<file path="config.mk">
export PLATFORM = sky130hd
export DESIGN_NAME = mc_pi_sampler
export DESIGN_NICKNAME = d
export VERILOG_FILES = /design/src/rtl/mc_pi_sampler.sv
export SDC_FILE = /design/constraint.sdc
export NUM_CORES = 1
export LEC_CHECK = 0
export CAP_MARGIN = 15
export CORE_ASPECT_RATIO = 1.5
export CORE_UTILIZATION = 50
export DETAILED_ROUTE_END_ITERATION = 16
export PLACE_DENSITY = 0.71
export RECOVER_POWER = 100
export REMOVE_ABC_BUFFERS = 1
export SETUP_SLACK_MARGIN = 0.15
export SYNTH_ARGS = -nofsm -noshare
export SYNTH_HDL_FRONTEND = slang
export SYNTH_SLANG_ARGS = --single-unit
</file>
<file path="constraint.sdc">
create_clock -name clk -period 14.1 [get_ports clk]
set_input_delay 2.82 -clock clk [delete_from_list [all_inputs] [get_ports clk]]
set_output_delay 2.82 -clock clk [all_outputs]
set_load 0.05 [all_outputs]
</file>
<file path="src/rtl/mc_pi_sampler.sv">
`default_nettype none
// ============================================================================
// Module   : mc_pi_sampler
// Purpose  : Monte Carlo pi estimator. Each RUN cycle it takes (rnd1, rnd2)
//            as a point in the 256x256 square and counts the points that lie
//            strictly inside the quarter circle of radius 256. The host reads
//            hits/count after a one-cycle done pulse.
// Revision : 1.0 - initial release
// ============================================================================
module mc_pi_sampler #(
    parameter int NW = 16
) (
    input  logic          clk,
    input  logic          reset,
    input  logic [7:0]    rnd1,
    input  logic [7:0]    rnd2,
    input  logic          start,
    input  logic [NW-1:0] n_samples,
    output logic          busy,
    output logic          done,
    output logic [NW-1:0] hits,
    output logic [NW-1:0] count
);

    localparam logic [1:0] c_ST_IDLE  = 2'd0;
    localparam logic [1:0] c_ST_RUN   = 2'd1;
    localparam logic [1:0] c_ST_DRAIN = 2'd2;
    localparam logic [1:0] c_ST_DONE  = 2'd3;

    // 2^16: the squared radius of the quarter circle
    localparam logic [16:0] c_R_SQ = 17'h1_0000;

    logic [1:0]    r_state;
    logic [NW-1:0] r_remaining;
    logic [NW-1:0] r_count;
    logic [NW-1:0] r_hits;
    logic          r_v1;
    logic [15:0]   r_sq_x;
    logic [15:0]   r_sq_y;
    logic          r_busy;
    logic          r_done;

    logic [15:0]   w_sq_x;
    logic [15:0]   w_sq_y;
    logic [16:0]   w_sum;
    logic          w_hit;

    // Stage-1 squares of the incoming point and stage-2 hit decision.
    // The sum is kept at 17 bits so 255^2+255^2 cannot wrap into a false hit.
    always_comb begin
        w_sq_x = 16'(rnd1) * 16'(rnd1);
        w_sq_y = 16'(rnd2) * 16'(rnd2);
        w_sum  = {1'b0, r_sq_x} + {1'b0, r_sq_y};
        w_hit  = (w_sum < c_R_SQ);
    end

    // Control FSM, two-stage sample pipeline and result counters.
    always_ff @(posedge clk) begin
        if (reset) begin
            r_state     <= c_ST_IDLE;
            r_remaining <= '0;
            r_count     <= '0;
            r_hits      <= '0;
            r_v1        <= 1'b0;
            r_sq_x      <= '0;
            r_sq_y      <= '0;
            r_busy      <= 1'b0;
            r_done      <= 1'b0;
        end else begin
            // Stage-1 valid only survives an edge taken in RUN; done is a pulse.
            r_v1   <= 1'b0;
            r_done <= 1'b0;

            // Stage 2 retires the sample captured on the previous edge.
            if (r_v1) begin
                r_hits <= r_hits + NW'(w_hit);
            end

            case (r_state)
                c_ST_IDLE: begin
                    if (start) begin
                        r_hits      <= '0;
                        r_count     <= '0;
                        r_remaining <= n_samples;
                        if (n_samples != '0) begin
                            r_state <= c_ST_RUN;
                            r_busy  <= 1'b1;
                        end else begin
                            r_state <= c_ST_DONE;
                            r_done  <= 1'b1;
                        end
                    end
                end
                c_ST_RUN: begin
                    r_sq_x      <= w_sq_x;
                    r_sq_y      <= w_sq_y;
                    r_v1        <= 1'b1;
                    r_remaining <= r_remaining - 1'b1;
                    r_count     <= r_count + 1'b1;
                    if (r_remaining == NW'(1)) begin
                        r_state <= c_ST_DRAIN;
                    end
                end
                c_ST_DRAIN: begin
                    // Last sample retires on this edge; nothing new is captured.
                    r_state <= c_ST_DONE;
                    r_busy  <= 1'b0;
                    r_done  <= 1'b1;
                end
                c_ST_DONE: begin
                    r_state <= c_ST_IDLE;
                end
                default: begin
                    r_state <= c_ST_IDLE;
                    r_busy  <= 1'b0;
                end
            endcase
        end
    end

    assign busy  = r_busy;
    assign done  = r_done;
    assign hits  = r_hits;
    assign count = r_count;

endmodule
`default_nettype wire

</file>
* After elaboration in Yosys (flattened, before gate mapping)
Cells that the tools add are included.
** Storage, ports and cells
- Flip-flop bits (word level) :: 85
- Bits in latches :: 0
- RAM bits :: 0
- ROM bits :: 0
- Input port bits :: 35
- Output and inout port bits :: 34
- Logic and storage cells :: 48
- Memories :: 0
** Operators by class
- $add $sub $neg :: 4
- $mul :: 2
- Divide/modulo/power cells :: 0
- Magnitude comparators :: 1
- Equal/unequal tests :: 7
- Shifts and indexed selects :: 0
- Multiplexer cells :: 18
- Bitwise logic cells :: 0
- Reduce and logical (&&, ||, !) cells :: 7
** Operators by type and width (count)
- 16-bit 2-to-1 mux :: 5
- 16-bit case mux with 2 select lines :: 2
- 8-bit by 8-bit multiplier with 16-bit output :: 2
- 16-bit by 16-bit adder with 17-bit output :: 1
- 17-bit < comparator, second input constant :: 1
- 16-bit by 1-bit adder with 16-bit output :: 1
- 16-bit by 1-bit adder with 16-bit output, second input constant :: 1
- 16-bit by 1-bit == test with 1-bit output, second input constant :: 1
- 16-bit nonzero test :: 1
- 16-bit by 1-bit subtractor with 16-bit output, second input constant :: 1
- 2-bit case mux with 4 select lines :: 1
- 2-bit 2-to-1 mux :: 3
- 2-bit != test, second input constant :: 3
- 1-bit 2-to-1 mux :: 5
- 2-bit == test, second input constant :: 2
- 1-bit case mux with 2 select lines :: 2
- 2-bit AND reduction :: 2
- 2-bit nonzero test :: 2
- 3-bit AND reduction :: 1
- 2-bit by 1-bit == test with 1-bit output, second input constant :: 1
- 2-bit zero test :: 1

* Longest topological paths before layout
Gate-level depths: netlist of run 1.
- Word-level depth :: 6
- Mapped depth :: 16
- Depth with buffers taken out :: 15

* Worst setup path before layout of run 1
OpenSTA, ideal clock, no wires.
- Path kind :: input-to-reg
- Start point :: in rnd1[5]
- End point :: reg r_sq_x[15]
- Library setup time :: 0.132 ns
- Data arrival time :: 6.712 ns
- Required time :: 13.968 ns
- Slack :: 7.256 ns
- Stages :: 14
- Path buffers :: 1
- Path through :: clkbuf_1 > inv_1 > nor2_1 > fa_1 > fa_1 > inv_1 > fa_1 > fa_1 > inv_1 > ha_1 > a21oi_1 > a211oi_1 > o21ai_0 > or3b_2
** Between the ends
- Longest elaborated chain between the ends :: 1
** RTL lines
- start: declaration :: RTL line 15 : input logic [7:0] rnd1,
- 8-bit by 8-bit multiplier with 16-bit output :: RTL line 51 : w_sq_x = 16'(rnd1) * 16'(rnd1);
- end signal: assignment :: RTL line 95 : r_sq_x <= w_sq_x;
- end: declaration :: RTL line 38 : logic [15:0] r_sq_x;
Every way passes these cells.
A chain may end at the register's enable or synchronous reset.

* Worst setup path after layout of run 1
Ends and elaborated chain as after synthesis.

==> reports/metrics.csv, run 1 <==
metric,value,unit
CTS buffer count,9,
H-tree Lvls,3,
fmax,138.8,MHz
critical path peak fanout,9,
"Min Clock Period, post-route",7203,ps
port bufs,68,
die width,100.7,µm
WP data arrival,7410,ps
Fin Setup TNS,0,ps
failing checks,"capacitance limit, slew limit",
post-synthesis register bit count,81,
starting density of the core,51.75,%
vias after detailed routing,6122,
power per standard cell area,143.8,mW/mm²
Final Cell Area,0.008431,mm²
crit share post-route,51.09,%
Placement Cell Area,0.008133,mm²
CP Launch Point,rnd1[5],
reg2reg setup slack,11160,ps
r2r endpoint,r_sq_x[15],
VDD IR-drop max,85.24,µV
CTS tree,yes,
RePlAce Congestion,0.8188,
WL/cell,13.47,µm
Die Y,150.1,µm
grt total ovfl,0,
total wire length,15130,µm
synth unique cells,56,
CTS Hold Bufs,0,
Max Cap Viol,1,
Clock Skew,10.59,ps
Synth Cell Area,0.007310,mm²
WS Path Type,in2reg,
RSZ-0062 raised after global routing,false,
HP Start,r_sq_x[14],
worst path required time,14310,ps
"Seq/Total Area, Yosys",22.18,%
Final Max Tran Viols,47,
PostCTS Resize Cnt,0,
GRT Util Overall,21.54,%
Register-to-Register Path Depth,9,
# rows,53,
Startpoint Class,primary input,
Async SR Flop Fraction,0,%
drt pass-1 iters,4,
CTS Sinks,81,
number of DRC markers in iteration 0,160,
Via density,5.451,
vias in the first global route,6077,
post-placement cell count,1107,
fill count,1293,
I/O pin total,69,
root buf cell,clkbuf_16,
Non-Filler Instances,1123,
synth warn,0,
Synth-to-Final Area Change,15.34,%
share of cells above drive strength 1,3.545,%
Post-Synthesis Mean Instance Area,8.325,µm²
initial antenna violation count,0,
first-pass GRT wire length,26610,µm
Most used DFF post-synth,dfxtp_1,
Core ar.,0.01412,mm²
Hold Path Stages,2,
dpl hpwl,11860,µm
ANT cells,0,
clk_lat worst skew,340,ps
Final Hold Vio Count,0,
largest net degree at the start of global routing,47,
CTS clock-pin slew for the worst setup and hold paths,60,ps
fin nets,1091,
"Setup violations, final",0,
Worst-Margin Slew,2151,ps
Syn Inst Count,878,
drt drc,0,
Post-CTS Setup Inserts,0,
die area,0.01512,mm²
Hold/Removal Path Class,reg2reg,
Final ANT Viol Nets,0,
Worst Hold Endpoint,r_sq_x[14],
status,"complete, but fails checks",
cell leakage power,3.840,nW
slew margin rel.,-43.39,%
"EDFF count, synth",0,
CP Capture Type,flop,
Crit Reg-Reg Startpoint,r_state[1],
Bufs on Longest Clock Path,2,
report_power, final:
part	leakage, nW	internal, mW	total (mW)	switching, mW
Sequential	0.660	0.278	0.314	0.0360
Combinational	3.04	0.264	0.657	0.393
Clock	0.143	0.143	0.241	0.0971
Total	3.84	0.685	1.21	0.527
flip-flops by register name (all words and copies together) (netlist names):
| register | cells |
|---|---|
| count | 16 |
| hits | 16 |
| r_remaining | 16 |
| r_sq_x | 14 |
| r_state | 2 |
| done | 1 |
| r_v1 | 1 |
| busy | 1 |
| r_sq_y | 14 |
area by class of cell:
| class | count | area (µm²) | share of cell area, % |
|---|---|---|---|
| Clock buffer | 11 | 242.7 | 2.879 |
| Clock inverter | 5 | 62.56 | 0.7421 |
| Inverter | 110 | 412.9 | 4.898 |
| Multi-Input combinational cell | 651 | 5140 | 60.97 |
| Sequential cell | 81 | 1622 | 19.23 |
| Tap cell | 192 | 240.2 | 2.850 |
| Timing Repair Buffer | 73 | 710.7 | 8.430 |
cell families after synthesis:
logic type	Yosys count	synth area share (%)
xor gates and xnor gates	44	5.272
adders and majority gates	130	27.39
and+or+nand+nor	285	19.91
AOI/OAI and AO/OA	176	15.51
buffers and inverters	146	7.532
DFF	81	22.18
muxes	16	2.208
synthesized netlist by cell type (all sizes together) (5+ instances only):
cell / instances / area share (%)
o311ai: 5 / 0.60
nor3: 23 / 1.6
ha: 80 / 14
fa: 50 / 14
nand2: 58 / 3.0
buf: 8 / 0.45
and2: 39 / 3.3
xnor2: 25 / 3.0
nand3: 18 / 1.2
mux2i: 15 / 2.1
xor2: 19 / 2.3
nor2b: 8 / 0.68
nand4: 12 / 1.0
a21o: 15 / 1.5
nor4: 7 / 0.60
o211ai: 5 / 0.51
a211oi: 18 / 1.8
nand2b: 7 / 0.60
nor2: 71 / 3.6
a21oi: 60 / 4.1
dfxtp: 81 / 22
clkbuf: 28 / 1.4
o21ai: 35 / 2.4
and3: 6 / 0.51
o31ai: 5 / 0.51
nand3b: 7 / 0.72
or3: 14 / 1.4
inv: 110 / 5.6
worst max-delay path, stage by stage:
cell           delay, ps
dlygate4sd3_1        710
inv_1                130
nor2_1               220
fa_1                 470
fa_1                 550
inv_1                 60
fa_1                 500
fa_1                 540
inv_1                 40
ha_1                 340
a21oi_1              270
a211oi_1             160
o21ai_0              170
or3b_2               440
layout by cell type, fill, tap and decap left out, drive strengths merged, types with 14 or more instances in the layout:
cell type	synthesis	final
or3	14	14
a21o	15	15
dlygate4sd3	0	40
dfxtp	81	81
a211oi	18	18
nor3	23	23
inv	110	112
nand3	18	18
clkdlybuf4s50	0	28
and2	39	39
a21oi	60	60
ha	80	80
fa	50	50
o21ai	35	35
nor2	71	71
xnor2	25	25
nand2	58	58
xor2	19	19
mux2i	15	15
how the worst max path moves through the flow:
stage | slack [ps] | end | cells after the start
6_report | 6900 | r_sq_x[15] | 14
5_1_grt | 6590 | r_sq_x[15] | 14
4_1_cts | 6960 | r_sq_x[15] | 14
3_5_place_dp | 6610 | r_sq_x[15] | 14
3_3_place_gp | 6670 | r_sq_x[12] | 14
2_1_floorplan | 7510 | r_sq_x[15] | 14
layer usage:
metal	global-route usage, %	vias up	wire, µm
li1	-	3086	-
met1	26.06	2934	6743
met2	39.42	82	7854
met3	1.915	20	276
met4	7.464	0	257
met5	0	-	0
through the flow:
stage / util (%) / hold slack [ps] / power, mW / worst slack [ps]
3_5_place_dp: 57.58 / 455.8 / 0.9785 / 6611
4_1_cts: 59.74 / 469.1 / 1.223 / 6960
5_1_grt: 59.69 / 490.1 / 1.328 / 6592
6_report: 59.69 / 464.7 / 1.212 / 6897
2_1_floorplan: - / 431.5 / 0.8182 / 7514
3_3_place_gp: 57.58 / 450.3 / 0.9672 / 6668
Note: power is estimated with default switching activity, not from simulation.
==> run 2, diff against run 1 <==
--- a/config.mk
+++ b/config.mk
@@ -9,7 +9,7 @@
 export CORE_ASPECT_RATIO = 1.5
 export CORE_UTILIZATION = 50
 export DETAILED_ROUTE_END_ITERATION = 16
-export PLACE_DENSITY = 0.71
+export PLACE_DENSITY = 0.74
 export RECOVER_POWER = 100
 export REMOVE_ABC_BUFFERS = 1
 export SETUP_SLACK_MARGIN = 0.15
==> constraint.sdc (replaced) <==
create_clock -name clk -period 5.8 [get_ports clk]
set_input_delay 1.16 -clock clk [delete_from_list [all_inputs] [get_ports clk]]
set_output_delay 1.16 -clock clk [all_outputs]
set_load 0.05 [all_outputs]
==> reports/metrics.csv, run 2 (synthesis results as in run 1) <==
metric,value,unit
status,"complete, but fails checks",
failing checks,"capacitance limit, slew limit",
Fin Setup TNS,0,ps
dpl hpwl,11710,µm
Max Cap Viol,1,
GRT busiest layer,met2,
fmax,185.5,MHz
RePlAce Congestion,0.8522,
Non-Filler Instances,1136,
fin nets,1104,
WL/cell,13.23,µm
P_int,1.657,mW
CTS Hold Bufs,0,
WP data arrival,5620,ps
GRT Util Overall,21.38,%
largest net degree at the start of global routing,46,
cell leakage power,3.899,nW
Hold/Removal Path Class,reg2reg,
worst-path cell chain,dlygate4sd3_1 > inv_1 > nor2_1 > fa_1 > fa_1 > inv_1 > fa_1 > fa_1 > inv_1 > ha_1 > a21oi_1 > a211oi_1 > o21ai_0 > or3b_2,
grt total ovfl,0,
Die Y,150.1,µm
grt met3 use,2.382,%
starting density of the core,51.75,%
root buf cell,clkbuf_16,
Bufs on Longest Clock Path,2,
Clock Power Share,20.3,%
share of cells above drive strength 1,4.449,%
drt drc,0,
drt pass-1 iters,5,
"Min Clock Period, post-route",5392,ps
CTS Sinks,81,
critical path peak fanout,5,
Worst-Margin Slew,1651,ps
Final Max Tran Viols,36,
Final Hold Vio Count,0,
crit-path most repeated cell,fa_1,
crit share post-route,92.96,%
first-pass GRT wire length,26270,µm
switching share of power,43.64,%
Core ar.,0.01412,mm²
met1 Use GR,25.65,%
setup ws final,408.1,ps
CTS tree,yes,
PostCTS Resize Cnt,0,
number of DRC markers in iteration 0,215,
Combinational Power Share,53.8,%
Psw,1.283,mW
pre-CTS setup slack,123.7,ps
WS Path Type,in2reg,
CP Capture Type,flop,
Clock Skew,6.142,ps
RSZ-0062 raised after global routing,false,
I/O pin total,69,
worst path required time,6020,ps
H-tree Lvls,3,
port bufs,68,
vias after detailed routing,6125,
post-placement cell count,1120,
Startpoint Class,primary input,
initial antenna violation count,0,
GR Layer Usage met2,39.49,%
slowest CP cell,dlygate4sd3_1,
clk_lat worst skew,340,ps
# rows,53,
"Core Util, Final",60.22,%
CTS buffer count,9,
ANT cells,0,
CTS clock-pin slew for the worst setup and hold paths,70,ps
VDD IR-drop max,201.2,µV
die area,0.01512,mm²
CP top delay family,adder cells,
"most common cell after layout, fill and taps aside",inv_1,
Synth-to-Final Area Change,16.36,%
total wire length,15030,µm
WP buf/inv,4,
die width,100.7,µm
Via density,5.392,
"Setup violations, final",0,
Crit path largest cell delay,610,ps
vias in the first global route,5967,
most frequent cells in the layout,"110 x inv_1, 81 x dfxtp_1, 80 x ha_1",
Sequential Power Share,25.9,%
Post-CTS Setup Inserts,0,
power per standard cell area,345.7,mW/mm²
slew margin rel.,-10.04,%
Final ANT Viol Nets,0,
## run 2: final cells by class
type                       instances  area [µm²]
fill                            1278        5619
multi-input combinational        651        5119
sequential                        81        1622
timing repair buffer              86       800.8
inverter                         110       412.9
tap                              192       240.2
clock buffer                       9       225.2
clock inverter                     7       86.33
## run 2: per-stage QoR
stage / power, mW / area [µm²] / hold slack (ps)
3_3_place_gp: 2.340 / 8230 / 447.3
2_1_floorplan: 1.989 / 7172 / 431.5
4_1_cts: 2.983 / 8542 / 468.7
3_5_place_dp: 2.369 / 8230 / 455.7
6_report: 2.940 / 8506 / 465.4
5_1_grt: 3.219 / 8506 / 498.9
## run 2: power by group through the flow
| stage | clock network [mW] | logic, mW | registers (mW) |
|---|---|---|---|
| 6_report | 0.597 | 1.58 | 0.762 |
| 5_1_grt | 0.631 | 1.81 | 0.777 |
| 4_1_cts | 0.613 | 1.61 | 0.762 |
| 3_5_place_dp | 0 | 1.60 | 0.773 |
| 3_3_place_gp | 0 | 1.57 | 0.770 |
| 2_1_floorplan | 0 | 1.22 | 0.770 |
## run 2: final timing paths
kind           endpoint  startpoint  cells after the start  slack (ps)
max          r_sq_x[15]     rnd1[5]                     14         410
min          r_sq_x[13]  r_sq_x[13]                      2         470
max reg2reg  r_sq_x[15]  r_state[1]                      9        1420
min reg2reg  r_sq_x[13]  r_sq_x[13]                      2         470
## run 2: routing by layer
metal / vias to the layer above / part of all wire (%)
li1: 3122 / -
met1: 2899 / 44
met2: 90 / 52
met3: 14 / 1.9
met4: 0 / 1.5
met5: - / 0
## run 2: worst min-delay path, stage by stage (launching register included)
cell and delay, ps:
dfxtp_1 310, nand2_1 50, o31ai_1 60
